$ cat config.mk
export PLATFORM = sky130hd
export DESIGN_NAME = lsu_handshake
export DESIGN_NICKNAME = d
export VERILOG_FILES = /design/src/rtl/lsu_pkg.sv /design/src/rtl/lsu_align.sv /design/src/rtl/lsu_handshake.sv
export SDC_FILE = /design/constraint.sdc
export NUM_CORES = 1
export LEC_CHECK = 0
export BUFFER_PORTS_ARGS = -buffer_cell sky130_fd_sc_hd__buf_2
export CORE_MARGIN = 2
export CORE_UTILIZATION = 50
export CTS_CLUSTER_SIZE = 10
export DETAILED_ROUTE_END_ITERATION = 12
export PLACE_DENSITY = 0.78
export SLEW_MARGIN = 25
export SYNTH_ARGS = -nofsm -noshare
export SYNTH_HDL_FRONTEND = slang
export SYNTH_SLANG_ARGS = --single-unit
export TNS_END_PERCENT = 1
$ cat constraint.sdc
create_clock -name clk -period 2.3 [get_ports clk]
set_clock_uncertainty 0.2 [all_clocks]
set_input_delay 0.46 -clock clk [delete_from_list [all_inputs] [get_ports clk]]
set_output_delay 0.46 -clock clk [all_outputs]
set_load 0.02 [all_outputs]
$ cat src/rtl/lsu_pkg.sv
// rtl/lsu_pkg.sv - shared funct3 codes, state/fault enums and access-size helper for the LSU
package lsu_pkg;

   localparam logic [2:0] F3_B  = 3'b000;
   localparam logic [2:0] F3_H  = 3'b001;
   localparam logic [2:0] F3_W  = 3'b010;
   localparam logic [2:0] F3_D  = 3'b011;
   localparam logic [2:0] F3_BU = 3'b100;
   localparam logic [2:0] F3_HU = 3'b101;
   localparam logic [2:0] F3_WU = 3'b110;

   typedef enum logic [1:0] {
      IDLE = 2'd0,
      REQ  = 2'd1,
      RESP = 2'd2
   } lsu_state_t;

   typedef enum logic [1:0] {
      FAULT_NONE     = 2'b00,
      FAULT_MISALIGN = 2'b01,
      FAULT_ILLEGAL  = 2'b10,
      FAULT_TIMEOUT  = 2'b11
   } lsu_fault_t;

   // Access size in bytes; the low two funct3 bits encode log2(size).
   function automatic logic [3:0] size_of(input logic [2:0] funct3);
      case (funct3[1:0])
         2'b00:   size_of = 4'd1;
         2'b01:   size_of = 4'd2;
         2'b10:   size_of = 4'd4;
         default: size_of = 4'd8;
      endcase
   endfunction

endpackage

$ cat src/rtl/lsu_align.sv
// rtl/lsu_align.sv - store lane replication / byte enables and load shift / extension
module lsu_align
   import lsu_pkg::*;
#(
   parameter int XLEN = 32
) (
   input  logic [2:0]                   funct3,
   input  logic [$clog2(XLEN/8)-1:0]    lane,
   input  logic [XLEN-1:0]              store_data,
   input  logic [XLEN-1:0]              load_raw,
   output logic [XLEN-1:0]              store_lanes,
   output logic [XLEN/8-1:0]            byte_en,
   output logic [XLEN-1:0]              load_result
);

   localparam int NB = XLEN / 8;

   logic [NB-1:0]   size_mask;
   logic [XLEN-1:0] shifted;

   // Replicate the store operand so every lane carries it; byte_en picks the live lanes.
   always_comb begin
      store_lanes = store_data;
      size_mask   = '1;
      case (funct3[1:0])
         2'b00: begin
            store_lanes = {NB{store_data[7:0]}};
            size_mask   = NB'(4'h1);
         end
         2'b01: begin
            store_lanes = {(NB/2){store_data[15:0]}};
            size_mask   = NB'(4'h3);
         end
         2'b10: begin
            store_lanes = {(NB/4){store_data[31:0]}};
            size_mask   = NB'(4'hF);
         end
         default: begin
            store_lanes = store_data;
            size_mask   = '1;
         end
      endcase
      byte_en = size_mask << lane;
   end

   assign shifted = load_raw >> {lane, 3'b000};

   // Bring the addressed lane down to bit 0 and extend it to full width.
   always_comb begin
      load_result = shifted;
      case (funct3)
         F3_B:    load_result = XLEN'(signed'(shifted[7:0]));
         F3_H:    load_result = XLEN'(signed'(shifted[15:0]));
         F3_W:    load_result = XLEN'(signed'(shifted[31:0]));
         F3_BU:   load_result = XLEN'(shifted[7:0]);
         F3_HU:   load_result = XLEN'(shifted[15:0]);
         F3_WU:   load_result = XLEN'(shifted[31:0]);
         default: load_result = shifted;
      endcase
   end

endmodule

$ cat src/rtl/lsu_handshake.sv
// rtl/lsu_handshake.sv - variable-latency load/store unit with request/ready memory handshake
module lsu_handshake
   import lsu_pkg::*;
#(
   parameter int XLEN     = 32,
   parameter int MAX_WAIT = 255
) (
   input  logic                clk,
   input  logic                reset,
   input  logic                ex_valid,
   input  logic                ex_load,
   input  logic                ex_store,
   input  logic [2:0]          ex_funct3,
   input  logic [XLEN-1:0]     ex_addr,
   input  logic [XLEN-1:0]     ex_store_data,
   input  logic [4:0]          ex_rd,
   output logic                lsu_stall,
   output logic                wb_valid,
   output logic [4:0]          wb_rd,
   output logic [XLEN-1:0]     wb_data,
   output logic                fault,
   output logic [1:0]          fault_cause,
   output logic [XLEN-1:0]     mem_address,
   output logic [XLEN-1:0]     mem_input,
   output logic [XLEN/8-1:0]   mem_byte_en,
   output logic                mem_enable,
   output logic                mem_r_w,
   input  logic                mem_ready,
   input  logic [XLEN-1:0]     mem_output
);

   localparam int NB = XLEN / 8;
   localparam int LW = $clog2(NB);
   localparam int CW = $clog2(MAX_WAIT + 1);

   lsu_state_t      state, state_n;
   logic [CW-1:0]   cnt, cnt_n;
   logic [XLEN-1:0] op_addr, op_data;
   logic [2:0]      op_funct3;
   logic [4:0]      op_rd;
   logic            op_store;
   logic            fault_r, fault_n;
   lsu_fault_t      cause_r, cause_n;
   logic [4:0]      wb_rd_r;
   logic [XLEN-1:0] wb_data_r;
   logic            request, illegal, misaligned, accept, capture, stall;
   logic [3:0]      size;
   logic [XLEN-1:0] store_lanes, load_result;
   logic [NB-1:0]   lane_en;

   assign request    = ex_valid & (ex_load | ex_store);
   assign size       = size_of(ex_funct3);
   assign misaligned = |(ex_addr[2:0] & 3'(size - 4'd1));

   // Classify the incoming op: encodings this XLEN cannot execute are illegal.
   always_comb begin
      illegal = 1'b0;
      if (ex_load && ex_store) begin
         illegal = 1'b1;
      end else if (ex_load) begin
         case (ex_funct3)
            F3_D, F3_WU: illegal = (XLEN == 32);
            3'b111:      illegal = 1'b1;
            default:     illegal = 1'b0;
         endcase
      end else if (ex_store) begin
         illegal = (XLEN == 32) ? (ex_funct3 > F3_W) : (ex_funct3 > F3_D);
      end
   end

   // Next-state, wait counter and fault decision; mem_ready on the last wait cycle still completes.
   always_comb begin
      state_n = state;
      cnt_n   = cnt;
      stall   = 1'b0;
      accept  = 1'b0;
      capture = 1'b0;
      fault_n = 1'b0;
      cause_n = FAULT_NONE;
      case (state)
         IDLE: begin
            if (request) begin
               if (illegal) begin
                  fault_n = 1'b1;
                  cause_n = FAULT_ILLEGAL;
               end else if (misaligned) begin
                  fault_n = 1'b1;
                  cause_n = FAULT_MISALIGN;
               end else begin
                  accept  = 1'b1;
                  stall   = 1'b1;
                  cnt_n   = '0;
                  state_n = REQ;
               end
            end
         end
         REQ: begin
            stall = 1'b1;
            if (mem_ready) begin
               capture = 1'b1;
               cnt_n   = '0;
               state_n = RESP;
            end else if (cnt == CW'(MAX_WAIT - 1)) begin
               fault_n = 1'b1;
               cause_n = FAULT_TIMEOUT;
               cnt_n   = '0;
               state_n = IDLE;
            end else begin
               cnt_n = cnt + 1'b1;
            end
         end
         RESP: begin
            state_n = IDLE;
         end
         default: begin
            state_n = IDLE;
         end
      endcase
   end

   // State, counter, op capture at accept and load-result capture on the ready cycle.
   always_ff @(posedge clk or negedge reset) begin
      if (!reset) begin
         state     <= IDLE;
         cnt       <= '0;
         op_addr   <= '0;
         op_data   <= '0;
         op_funct3 <= '0;
         op_rd     <= '0;
         op_store  <= 1'b0;
         fault_r   <= 1'b0;
         cause_r   <= FAULT_NONE;
         wb_rd_r   <= '0;
         wb_data_r <= '0;
      end else begin
         state   <= state_n;
         cnt     <= cnt_n;
         fault_r <= fault_n;
         cause_r <= cause_n;
         if (accept) begin
            op_addr   <= ex_addr;
            op_data   <= ex_store_data;
            op_funct3 <= ex_funct3;
            op_rd     <= ex_rd;
            op_store  <= ex_store;
         end
         if (capture && !op_store && (op_rd != 5'd0)) begin
            wb_rd_r   <= op_rd;
            wb_data_r <= load_result;
         end
      end
   end

   lsu_align #(.XLEN(XLEN)) u_align (
      .funct3      (op_funct3),
      .lane        (op_addr[LW-1:0]),
      .store_data  (op_data),
      .load_raw    (mem_output),
      .store_lanes (store_lanes),
      .byte_en     (lane_en),
      .load_result (load_result)
   );

   assign mem_enable  = (state == REQ);
   assign mem_r_w     = mem_enable & op_store;
   assign mem_address = mem_enable ? {op_addr[XLEN-1:LW], {LW{1'b0}}} : '0;
   assign mem_input   = mem_r_w ? store_lanes : '0;
   assign mem_byte_en = mem_r_w ? lane_en : '0;
   assign lsu_stall   = stall;
   assign wb_valid    = (state == RESP) && !op_store && (op_rd != 5'd0);
   assign wb_rd       = wb_rd_r;
   assign wb_data     = wb_data_r;
   assign fault       = fault_r;
   assign fault_cause = cause_r;

endmodule
==> results.cfg, run 1 <==
[cells_and_area]
layout-drive-gt1-share_pct = 48.63
ff_latch_area_um2 = 3079
final_util_pct = 69.75
multi_input_area_um2 = 2999
final_cell_mix = 188 x buf_2, 122 x dfrtp_1, 80 x mux2_2
layout_commonest_cell = buf_2
nFillCells = 880
stdcell_area_um2 = 8413
syn_to_final_growth_pct = 35.89
nets = 904
final_cells = 973

[logic_synthesis]
synth.distinct_cells = 48
ys_seq_elements = 123
synthFlopType = dfrtp_1
yosysWarningCount = 0
netlist_area_um2 = 6191
synth-edff-count = 0
synth_cells = 561
async_reset_ff_share_pct = 100.0
synth.avg_cell_area_um2 = 11.04
synth.yosys.seq_area_share_pct = 49.72

[routing]
route.detailed.drc = 0
via_count = 5270
firstDrtPassIters = 4
vias_per_cell = 5.416
drt_iter0_drc = 381
wirelength_um = 17240
ant_nets = 0
wl_per_cell_um = 17.72

[cts]
cts_buffer_depth = 2
clkTransAtPathRegs_ps = 50
insertion_delay_ps = 410
htreeDepth = 4
numCtsBuffers = 17
cts_root_buf = clkbuf_16
clkSinkCount = 123
cts_tree = done

[sta]
fin_ws_ps = -64.05
rsz0062_at_grt = yes
hold_violations = 0
max_freq_mhz = 423.0
tightest_slew_ps = 757.2
period_share_pct = 102.8
finalSetupViolations = 7
drv_slew = 0
maxSlewHeadroom_pct = 49.37
min_period_ps = 2364

[placement]
placedCellCount = 931
io_buffer_count = 219
post_dp_cell_area_um2 = 7516
hpwlAfterDp_um = 11910
gp_congestion = 0.8749

[power]
ir_drop_mv = 0.6025
p_leak_uw = 0.004114
power_density_nw_per_um2 = 1078

[critical_path]
start_kind = flop
reg2reg_depth = 4
path_class = flop to primary output
path_max_fanout = 14
cp.arrival_ps = 1700
crit_required_ps = 1640
crit_path_end_kind = primary output

[global_routing]
use_met1_pct = 29.18
top_usage_layer = met2
gr-total-overflow = 0
met3_usage_pct = 7.591
gr-usage-all-layers_pct = 24.77
grt_pass1_vias = 5185
use_met2_pct = 40.90
antenna_found_initial = 1
grt_max_degree = 124
grt_pass1_wl_um = 25190

[worst_hold_path]
hold-path-cell-count = 2
hp-class = primary input to flop

[floorplan]
core_area_um2 = 12060
die_h_um = 115.3
initial_utilization_pct = 51.33
fp.dieW_um = 115.3
rows = 40
ioPinCount = 222
die-area_um2 = 13290

[flow_run]
drv_cap = 0

[outcome]
violations = negative setup slack
outcome = complete, but fails checks
-- what timing repair did --
action / 4_1_cts / 5_1_grt
hold buffers: 1 / 0
gates resized for setup: 18 / 68
setup endpoints to repair: 63 / 58
pin swaps: 0 / 5
buffers inserted: 1 / 5
cloned: 0 / 3
endpoints found under the hold margin: 123 / 0
-- area by class of cell --
type                    count  share of cell area, %
diodes                      1                0.02974
clock buffers              29                  5.949
clock inverters             2                 0.1190
inverters                  11                 0.4908
multi-input cells         390                  35.65
flip-flops and latches    123                  36.60
well taps                 168                  2.499
repair buffers            249                  18.66
-- metal layers --
metal,wire length (µm),share of wire [%],vias to the layer above
li1,-,-,2423
met1,6812,40,2553
met2,8569,50,250
met3,1304,7.6,44
met4,553,3.2,0
met5,0,0,-
-- sequential cells by signal (all words and copies together) (netlist names) --
signal       count
op_store         1
op_data         32
wb_data         32
op_rd            5
op_addr         32
cnt              8
fault_cause      2
state            2
wb_rd            5
op_funct3        3
fault            1
-- cells by family after synthesis --
group,Yosys count,share of synthesized area [%]
AND/OR/NAND/NOR,165,13.58
AO/OA/AOI/OAI,99,10.29
adder cells (fa/ha/maj),2,0.4041
multiplexers,120,21.71
XOR/XNOR,2,0.2830
other,1,0.06057
buffers and inverters,49,3.961
flip-flops,123,49.72
-- stage by stage --
step | hold slack [ps] | power (µW) | setup TNS [ps] | setup slack, ps
after floorplan | -35.59 | 5489 | -70.84 | -45.49
after global placement | 281.5 | 6385 | 0 | 21.17
after detailed placement | 288.2 | 6533 | -3168 | -61.92
after CTS | 60.12 | 8913 | -193.0 | -74.87
after global routing | 63.33 | 9553 | -1635 | -166.2
final | 73.18 | 9067 | -180.9 | -64.05
-- cells in the mapped netlist, drive strengths merged (2+ instances only) --
| master | instances | area, µm² |
|---|---|---|
| nand2 | 24 | 90.09 |
| o211ai | 4 | 35.03 |
| o22ai | 2 | 12.51 |
| clkbuf | 17 | 63.81 |
| mux2i | 33 | 330.3 |
| nand2b | 2 | 12.51 |
| o21ai | 20 | 100.1 |
| a21oi | 35 | 175.2 |
| and2 | 48 | 300.3 |
| mux2 | 86 | 991.0 |
| a211oi | 9 | 67.56 |
| nor2 | 56 | 210.2 |
| dfrtp | 123 | 3078 |
| a2bb2oi | 2 | 17.52 |
| buf | 21 | 140.1 |
| a21boi | 2 | 15.01 |
| and3 | 9 | 56.30 |
| nor2b | 10 | 62.56 |
| o21a | 3 | 22.52 |
| nand3 | 4 | 20.02 |
| or4 | 2 | 18.77 |
| inv | 11 | 41.29 |
| nor3 | 3 | 15.01 |
| o22a | 16 | 140.1 |
| ha | 2 | 25.02 |
| or2 | 2 | 12.51 |
-- final timing paths --
path                                       to   startpoint  slack, ps
worst max-delay path            mem_input[16]     state[1]        -60
worst min-delay path              op_addr[16]  ex_addr[16]         70
worst max register to register    wb_data[27]   op_addr[0]        140
worst min register to register     op_addr[2]   op_addr[2]        300
max in group asynchronous        op_funct3[0]        reset        860
min in group asynchronous         op_data[10]        reset        500
-- report_power, final --
part,internal [µW],switching [µW]
clock network,1450,866
logic,1490,1700
registers,2960,601
-- worst max-delay path, stage by stage, from the launching register on --
cell and delay, ps:
dfrtp_1 410, nor2b_4 200, nand2_4 120, clkbuf_16 220, nor2_1 170, buf_4 180
(Power assumes the default switching activity.)
==> inputs of run 2 (changes only) <==
PLACE_DENSITY = 0.76   (was 0.78)
==> run 2 against run 1 <==
Compared with the run above: the run still ends with negative setup slack left; combinational power is 3% lower; setup slack better by 38 ps; global-route usage is 0.056 points higher; clock power is 9.5% higher; count of clock-buffer cells in the layout is 5 lower; routed wire length is 2.4% lower; worst hold slack better by 6.8 ps; first-iteration DRC count is 12% lower; sequential power hardly changed; via count is 0.63% lower; flip-flop and latch count stayed put; register-to-register slack worse by 30 ps; critical path type unchanged; critical endpoint is now wb_valid; largest cell class unchanged.
==> results.cfg, run 2 (same netlist as run 1, synthesis figures left out) <==
[critical_path]
crit_chain = or4_4 -> o21ai_2 -> nor3_1 -> buf_4
path_max_fanout = 3
start_kind = flop
slowest_stage = or4_4
path_class = flop to primary output
cp.arrival_ps = 1670
crit_path_end_kind = primary output
slowest_delay_ps = 530
crit_required_ps = 1640

[placement]
hpwlAfterDp_um = 12090
placedCellCount = 933
io_buffer_count = 219
post-place-ws_ps = -25.29
gp_congestion = 0.8848
post_dp_cell_area_um2 = 7543

[sta]
min_period_ps = 2326
tightest_slew_ps = 818.7
max_freq_mhz = 430.0
fin_ws_ps = -25.62
drv_slew = 0
maxSlewHeadroom_pct = 45.26
rsz0062_at_grt = yes
finalSetupViolations = 2
hold_violations = 0
period_share_pct = 101.1

[outcome]
outcome = complete, but fails checks
violations = negative setup slack

[power]
ir_drop_mv = 0.5135
pwr-share-clk_pct = 27.6
seq_power_share_pct = 38.6
swShare_pct = 34.00
p_leak_uw = 0.004125
design_power_total_uw = 9203
power_density_nw_per_um2 = 1101
p_comb_share_pct = 33.8
p_int_uw = 6073
p_sw_uw = 3129

[cts]
cts_buffer_depth = 2
cts_root_buf = clkbuf_16
numCtsBuffers = 17
htreeDepth = 4
insertion_delay_ps = 410
clkSinkCount = 123
cts_tree = done
clkTransAtPathRegs_ps = 50

[global_routing]
grt_max_degree = 46
grt_pass1_vias = 5254
gr-usage-all-layers_pct = 24.83
grt_pass1_wl_um = 25430
antenna_found_initial = 2
gr-total-overflow = 0

[cells_and_area]
nets = 903
layout-drive-gt1-share_pct = 48.69
syn_to_final_growth_pct = 34.96
layout_commonest_cell = buf_2
nFillCells = 891
final_util_pct = 69.27
stdcell_area_um2 = 8356
final_cell_mix = 195 x buf_2, 118 x dfrtp_1, 80 x mux2_2
final_cells = 972

[flow_run]
drv_cap = 0

[floorplan]
ioPinCount = 222
rows = 40
die_h_um = 115.3
initial_utilization_pct = 51.33
core_area_um2 = 12060
fp.dieW_um = 115.3
die-area_um2 = 13290

[worst_hold_path]
hp-class = primary input to flop

[routing]
via_count = 5237
firstDrtPassIters = 5
drt_iter0_drc = 335
ant_nets = 0
vias_per_cell = 5.388
wirelength_um = 16830
route.detailed.drc = 0
wl_per_cell_um = 17.32
-- run 2: cell types whose count changed in the layout (fill, tap and decap cells not counted), moves of 6 or more --
cell,change
nor2_1,+10
buf_6,-16
buf_2,+7
buf_4,+6
clkbuf_1,-8
nor2_2,-10
-- run 2: repair_timing --
item                                    4_1_cts  5_1_grt
resized for setup                            18       37
buffers inserted                              1        4
hold endpoints to repair                     18        0
pin swaps                                     0        2
cloned                                        0        1
hold buffers                                  1        0
endpoints found under the setup margin       57       58
-- run 2: path summary, 6_finish.rpt --
path	start	to	slack, ps	cells past startpoint
worst max-delay path	op_rd[0]	wb_valid	-30	4
worst max register to register	op_rd[0]	wb_data[28]	110	4
worst min register to register	op_addr[15]	op_addr[15]	300	1
worst min-delay path	ex_store_data[19]	op_data[19]	80	2
max in group asynchronous	reset	wb_data[0]	900	3
min in group asynchronous	reset	op_data[10]	300	2
-- run 2: critical path: cells and delay by family (launching register included) --
family | cells | cell delay (ps)
simple gates | 2 | 580
flops | 1 | 400
buf+inv | 1 | 160
compound gates | 1 | 120
-- run 2: power groups by stage --
stage | Sequential [µW] | Combinational [µW] | Clock, µW
after floorplan | 3750 | 1740 | 0
after global placement | 3500 | 2900 | 0
after detailed placement | 3560 | 2980 | 0
after CTS | 3540 | 3040 | 2590
after global routing | 3660 | 3380 | 2680
final | 3550 | 3110 | 2540
-- run 2: area by class of cell --
type | count | area [µm²] | area share [%]
well taps | 168 | 210.2 | 2.516
clock inverters | 7 | 62.56 | 0.7487
clock buffers | 24 | 511.7 | 6.125
repair buffers | 248 | 1495 | 17.89
inverters | 11 | 41.29 | 0.4942
flip-flops and latches | 123 | 3084 | 36.91
multi-input cells | 390 | 2948 | 35.28
diodes | 1 | 2.502 | 0.02995
-- run 2: routing by layer --
| metal | GRT usage [%] | up-vias | part of all wire (%) |
|---|---|---|---|
| met5 | 0 | - | 0.077 |
| met4 | 10.76 | 2 | 2.6 |
| met3 | 7.696 | 37 | 8.0 |
| met2 | 41.69 | 221 | 49 |
| met1 | 29.55 | 2552 | 41 |
| li1 | - | 2425 | - |
-- run 2: through the flow --
stage | hold slack [ps] | TNS (ps)
2_1_floorplan | -35.59 | -70.84
3_3_place_gp | 168.9 | 0
3_5_place_dp | 174.4 | -658.1
4_1_cts | 66.83 | -205.2
5_1_grt | 71.99 | -947.6
6_report | 80.03 | -38.87
